===== config.mk =====
export PLATFORM = sky130hd
export DESIGN_NAME = nexys_starship_monster_ctrl
export DESIGN_NICKNAME = d
export VERILOG_FILES = /design/src/rtl/nexys_starship_monster_ctrl.sv
export SDC_FILE = /design/constraint.sdc
export NUM_CORES = 1
export LEC_CHECK = 0
export ABC_AREA = 1
export CAP_MARGIN = 25
export CORE_MARGIN = 3
export CORE_UTILIZATION = 40
export CTS_BUF_LIST = sky130_fd_sc_hd__clkbuf_8 sky130_fd_sc_hd__clkbuf_16
export DETAILED_ROUTE_END_ITERATION = 16
export PLACE_DENSITY = 0.57
export REMOVE_ABC_BUFFERS = 1
export SYNTH_ARGS = -nofsm -noshare
export SYNTH_HDL_FRONTEND = slang
export SYNTH_SLANG_ARGS = --single-unit

===== constraint.sdc =====
create_clock -name Clk -period 2.04 [get_ports Clk]
set_input_delay 0.51 -clock Clk [delete_from_list [all_inputs] [get_ports Clk]]
set_output_delay 0.51 -clock Clk [all_outputs]
set_load 0.02 [all_outputs]

===== src/rtl/nexys_starship_monster_ctrl.sv =====
// Monster lifecycle for the four screen sides: spawn, countdown, kill or expiry.
// Tracks score, sticky game_over and one-cycle hit/miss feedback pulses.
module nexys_starship_monster_ctrl #(
   parameter int TICK_DIV      = 50_000_000,
   parameter int TIMEOUT_TICKS = 10,
   parameter int MIN_GAP_TICKS = 2,
   parameter int SCORE_W       = 8
) (
   input  logic               Clk,
   input  logic               Reset_n,
   input  logic               game_en,
   input  logic               top_random,
   input  logic               btm_random,
   input  logic               left_random,
   input  logic               right_random,
   input  logic [3:0]         random_hex,
   input  logic               shoot_valid,
   input  logic [1:0]         shoot_dir,
   input  logic [3:0]         shoot_hex,
   output logic [3:0]         monster_active,
   output logic [15:0]        monster_hex,
   output logic [SCORE_W-1:0] score,
   output logic               game_over,
   output logic               hit_pulse,
   output logic               miss_pulse
);

   localparam int DW = $clog2(TICK_DIV + 1);
   localparam int TW = $clog2(TIMEOUT_TICKS + 1);
   localparam int CW = $clog2(MIN_GAP_TICKS + 2);
   localparam logic [DW-1:0] DIV_MAX = DW'(TICK_DIV - 1);
   localparam logic [TW-1:0] TMO     = TW'(TIMEOUT_TICKS);
   localparam logic [CW-1:0] GAP     = CW'(MIN_GAP_TICKS);

   typedef enum logic {IDLE, ALIVE} side_st_e;

   side_st_e           st_q   [4];
   side_st_e           st_d   [4];
   logic [TW-1:0]      tmr_q  [4];
   logic [TW-1:0]      tmr_d  [4];
   logic [CW-1:0]      cd_q   [4];
   logic [CW-1:0]      cd_d   [4];
   logic [3:0]         code_q [4];
   logic [3:0]         code_d [4];
   logic [DW-1:0]      div_q, div_d;
   logic [SCORE_W-1:0] score_q, score_d;
   logic               over_q, over_d;
   logic               hit_q, hit_d;
   logic               miss_q, miss_d;
   logic               en_q;
   logic               run, tick, shot, hit;
   logic [3:0]         req;

   assign req  = {right_random, left_random, btm_random, top_random};
   assign run  = game_en & ~over_q;
   assign tick = run & (div_q == DIV_MAX);
   assign shot = shoot_valid & run;
   assign hit  = shot & (st_q[shoot_dir] == ALIVE)
               & (shoot_hex == code_q[shoot_dir]);

   always_comb begin
      div_d   = '0;
      over_d  = over_q;
      score_d = score_q;
      hit_d   = hit;
      miss_d  = shot & ~hit;
      for (int i = 0; i < 4; i++) begin
         st_d[i]   = st_q[i];
         tmr_d[i]  = tmr_q[i];
         cd_d[i]   = cd_q[i];
         code_d[i] = code_q[i];
      end
      if (run && !tick) div_d = div_q + 1'b1;
      if (!game_en) begin
         over_d = 1'b0;
         for (int i = 0; i < 4; i++) begin
            st_d[i]   = IDLE;
            tmr_d[i]  = '0;
            cd_d[i]   = '0;
            code_d[i] = '0;
         end
      end else if (!over_q) begin
         if (!en_q) score_d = '0;
         else if (hit && score_q != '1) score_d = score_q + 1'b1;
         for (int i = 0; i < 4; i++) begin
            if (tick && cd_q[i] != '0) cd_d[i] = cd_q[i] - 1'b1;
            if (st_q[i] == IDLE) begin
               if (req[i] && cd_q[i] == '0) begin
                  st_d[i]   = ALIVE;
                  tmr_d[i]  = TMO;
                  code_d[i] = random_hex;
               end
            end else if (hit && shoot_dir == 2'(i)) begin
               // a kill in the expiry cycle saves the game
               st_d[i]   = IDLE;
               tmr_d[i]  = '0;
               cd_d[i]   = GAP;
               code_d[i] = '0;
            end else if (tick) begin
               tmr_d[i] = tmr_q[i] - 1'b1;
               if (tmr_q[i] == TW'(1)) over_d = 1'b1;
            end
         end
      end
   end

   always_ff @(posedge Clk or negedge Reset_n) begin
      if (!Reset_n) begin
         div_q   <= '0;
         score_q <= '0;
         over_q  <= 1'b0;
         hit_q   <= 1'b0;
         miss_q  <= 1'b0;
         en_q    <= 1'b0;
         for (int i = 0; i < 4; i++) begin
            st_q[i]   <= IDLE;
            tmr_q[i]  <= '0;
            cd_q[i]   <= '0;
            code_q[i] <= '0;
         end
      end else begin
         div_q   <= div_d;
         score_q <= score_d;
         over_q  <= over_d;
         hit_q   <= hit_d;
         miss_q  <= miss_d;
         en_q    <= game_en;
         for (int i = 0; i < 4; i++) begin
            st_q[i]   <= st_d[i];
            tmr_q[i]  <= tmr_d[i];
            cd_q[i]   <= cd_d[i];
            code_q[i] <= code_d[i];
         end
      end
   end

   always_comb begin
      monster_active = '0;
      monster_hex    = '0;
      for (int i = 0; i < 4; i++) begin
         monster_active[i]    = (st_q[i] == ALIVE);
         monster_hex[4*i +: 4] = code_q[i];
      end
   end

   assign score      = score_q;
   assign game_over  = over_q;
   assign hit_pulse  = hit_q;
   assign miss_pulse = miss_q;

endmodule


==> qor.txt <==
Top FF cell, synth = dfrtp_1
status = complete, no violations
Initial Utilization = 41.7%
cell with the most instances after synthesis = nand2_1
Worst Tran Pin Value = 0.439 ns
die area = 0.0135 mm2
initial antenna violation count = 0
clock skew = 0.00621 ns
final worst setup slack = 0.0679 ns
CTS buffer count = 9
critical path arrival = 1.46 ns
Place WS = -0.630 ns
crit-path max cell delay = 0.60 ns
Synth Register Bits = 82
Yosys Warn Count = 0
clk sinks = 82
gr usage total = 18.5%
CTS clk-pin slew, worst paths = 0.06 ns
crit path buf inv count = 2
Synth area leader = dfrtp_1
post-layout util = 52.7%
Crit Path Max Fanout = 4
clk_lat worst skew = 0.34 ns
top cells by count, synth = 155 x nand2_1, 82 x dfrtp_1, 67 x inv_1, 51 x nand3_1, 48 x nor2_1
Worst Path Required = 1.53 ns
Port Buf Inserts = 48
First-pass DRT Iterations = 5
Fmax achieved = 507 MHz
Layout area overhead = 26.5%
crit path time final = 1.97 ns
worst hold margin = 0.0983 ns
pin count of the biggest net entering global routing = 33
Mapped Cells = 603
vias in the first global route = 4031
Final setup viols = 0
syn avg cell area = 8.03 um2
final cycle utilization of the critical path = 96.7%
Slew Viols, Final = 0
GP Congestion = 0.847
drt total wl = 11900 um
crit end category = output pin
Post-Syn Area = 0.00484 mm2
Vias/cell = 5.03
core area = 0.0116 mm2
ys async rst share = 100%
final hold vios = 0
Overflow after GRT = 0
ANT nets after route = 0
Post-synth EDFFs = 0
CP Class = flip-flop to output pin
via count of the routed design = 4250
clock buffer depth = 2
R2R cell count = 9
CTS tree = built
hold crit path type = primary input to async pin
Pleak = 2.87 nW
RSZ-0062 raised after global routing = yes
ranking of synthesized cells by area = dfrtp_1 42%, nand2_1 12%, nand3_1 5.3%
root cell of the clock tree = clkbuf_16
TNS Setup = 0 ns
worst vdd ir = 0.000451 V
Distinct cells, synth = 39
CP cell instances = buf_4 -> clkdlybuf4s50_1
dpl cell area = 0.00578 mm2
Rel. slew slack = 70.7%
hold buffers post-CTS = 0
post-synth top area share = 42.4%
fraction of layout cells with a size suffix above 1 = 17.4%
Seq/Total Area, Yosys = 42.4%
DR DRC count = 0
pwr dens = 674 mW/mm2
Nets = 729
ANT cells = 0
Die Wd = 116 um
final instance area = 0.00612 mm2
H-tree Lvls = 3
slowest CP cell = clkdlybuf4s50_1
die height = 116 um
number of max-cap violations = 0
Routed wire per std cell = 14.1 um
critical path startpoint category = flip-flop
Crit path max-delay family = buffers and inverters
global-route wire length before repair = 19700 um
drt initial violations = 249
HPWL Detailed = 8760 um
CP Depth = 2
I/O pins = 49
row cnt = 39
==> stage by stage <==
stage	power, mW	cells
final	4.12	845
after global routing	4.32	845
after CTS	4.16	844
after detailed placement	2.47	828
after global placement	2.46	828
after floorplan	2.14	591
==> power by group <==
part	switching [mW]	internal, mW	leakage [nW]	total (mW)
logic	0.399	0.281	1.62	0.680
clock network	0.691	0.984	0.149	1.67
registers	0.0687	1.70	1.11	1.77
==> routing by layer <==
metal | share of wire, % | vias to the layer above | global-route usage [%]
li1 | - | 2151 | -
met1 | 52 | 2007 | 27.0
met2 | 43 | 77 | 27.5
met3 | 3.7 | 15 | 2.92
met4 | 1.9 | 0 | 7.12
met5 | 0 | - | 0
==> worst paths after layout <==
kind                            slack (ns)               from                end
worst min register to register        0.46           div_q[0]           div_q[0]
worst min-delay path                   0.1            Reset_n           score[4]
max in group asynchronous             1.27            Reset_n            cd_q[2]
worst max-delay path                  0.07  monster_active[3]  monster_active[3]
min in group Clk                      0.46           div_q[0]           div_q[0]
worst max register to register        0.10          div_q[18]           tmr_q[4]
==> repair_timing <==
action,CTS,global route
endpoints found under the setup margin,49,43
setup buffers,0,0
gates resized for setup,5,13
gates cloned,0,1
pin swaps,0,3
==> area by class of cell <==
| cell class | count | area (um2) |
|---|---|---|
| Tap cell | 143 | 179 |
| Multi-Input combinational cell | 437 | 2460 |
| Timing Repair inverter | 1 | 7.51 |
| Timing Repair Buffer | 94 | 851 |
| Clock buffer | 10 | 239 |
| Clock inverter | 6 | 65.1 |
| Fill cell | 1082 | 5490 |
| Inverter | 72 | 270 |
| Sequential cell | 82 | 2050 |
==> registers in the layout, summed over array words and instances (netlist names) <==
register        cells
monster_hex        16
score               8
en_q                1
cd_q                8
hit_pulse           1
monster_active      4
game_over           1
div_q              26
tmr_q              16
miss_pulse          1
==> kinds of logic (layout without fill, tap and decap cells) <==
kind of cell	after synthesis	in the layout	synth area share, %
AND/OR/NAND/NOR	322	322	31.9
XOR/XNOR	26	26	4.71
buffers and inverters	84	183	7.70
flip-flops	82	82	42.4
AO/OA/AOI/OAI	75	75	9.72
adder cells (fa/ha/maj)	14	14	3.62
==> cell usage in the layout, fill, tap and decap left out, types with 3 or more instances in the layout <==
| cell type | Yosys | layout |
|---|---|---|
| nand3_1 | 51 | 50 |
| o21ai_2 | 15 | 15 |
| nand3_2 | 4 | 5 |
| and3_1 | 4 | 4 |
| dfrtp_1 | 82 | 82 |
| nand2_4 | 0 | 3 |
| o21ai_0 | 14 | 13 |
| xnor2_1 | 5 | 5 |
| nand2_2 | 12 | 10 |
| xor2_1 | 21 | 21 |
| o21a_1 | 3 | 3 |
| buf_12 | 0 | 3 |
| nor2_1 | 48 | 46 |
| a21oi_1 | 25 | 25 |
| clkdlybuf4s50_1 | 0 | 45 |
| nor4_1 | 7 | 7 |
| o21ai_1 | 12 | 13 |
| ha_1 | 14 | 14 |
| buf_4 | 3 | 44 |
| clkbuf_16 | 0 | 9 |
| nand2_1 | 155 | 154 |
| nor2_4 | 2 | 3 |
| nor2_2 | 3 | 4 |
| nor3_1 | 17 | 16 |
| inv_1 | 67 | 67 |
| inv_2 | 3 | 3 |
| nand4_1 | 8 | 8 |
| nor2_8 | 3 | 3 |
Note: power is estimated with default switching activity, not from simulation.
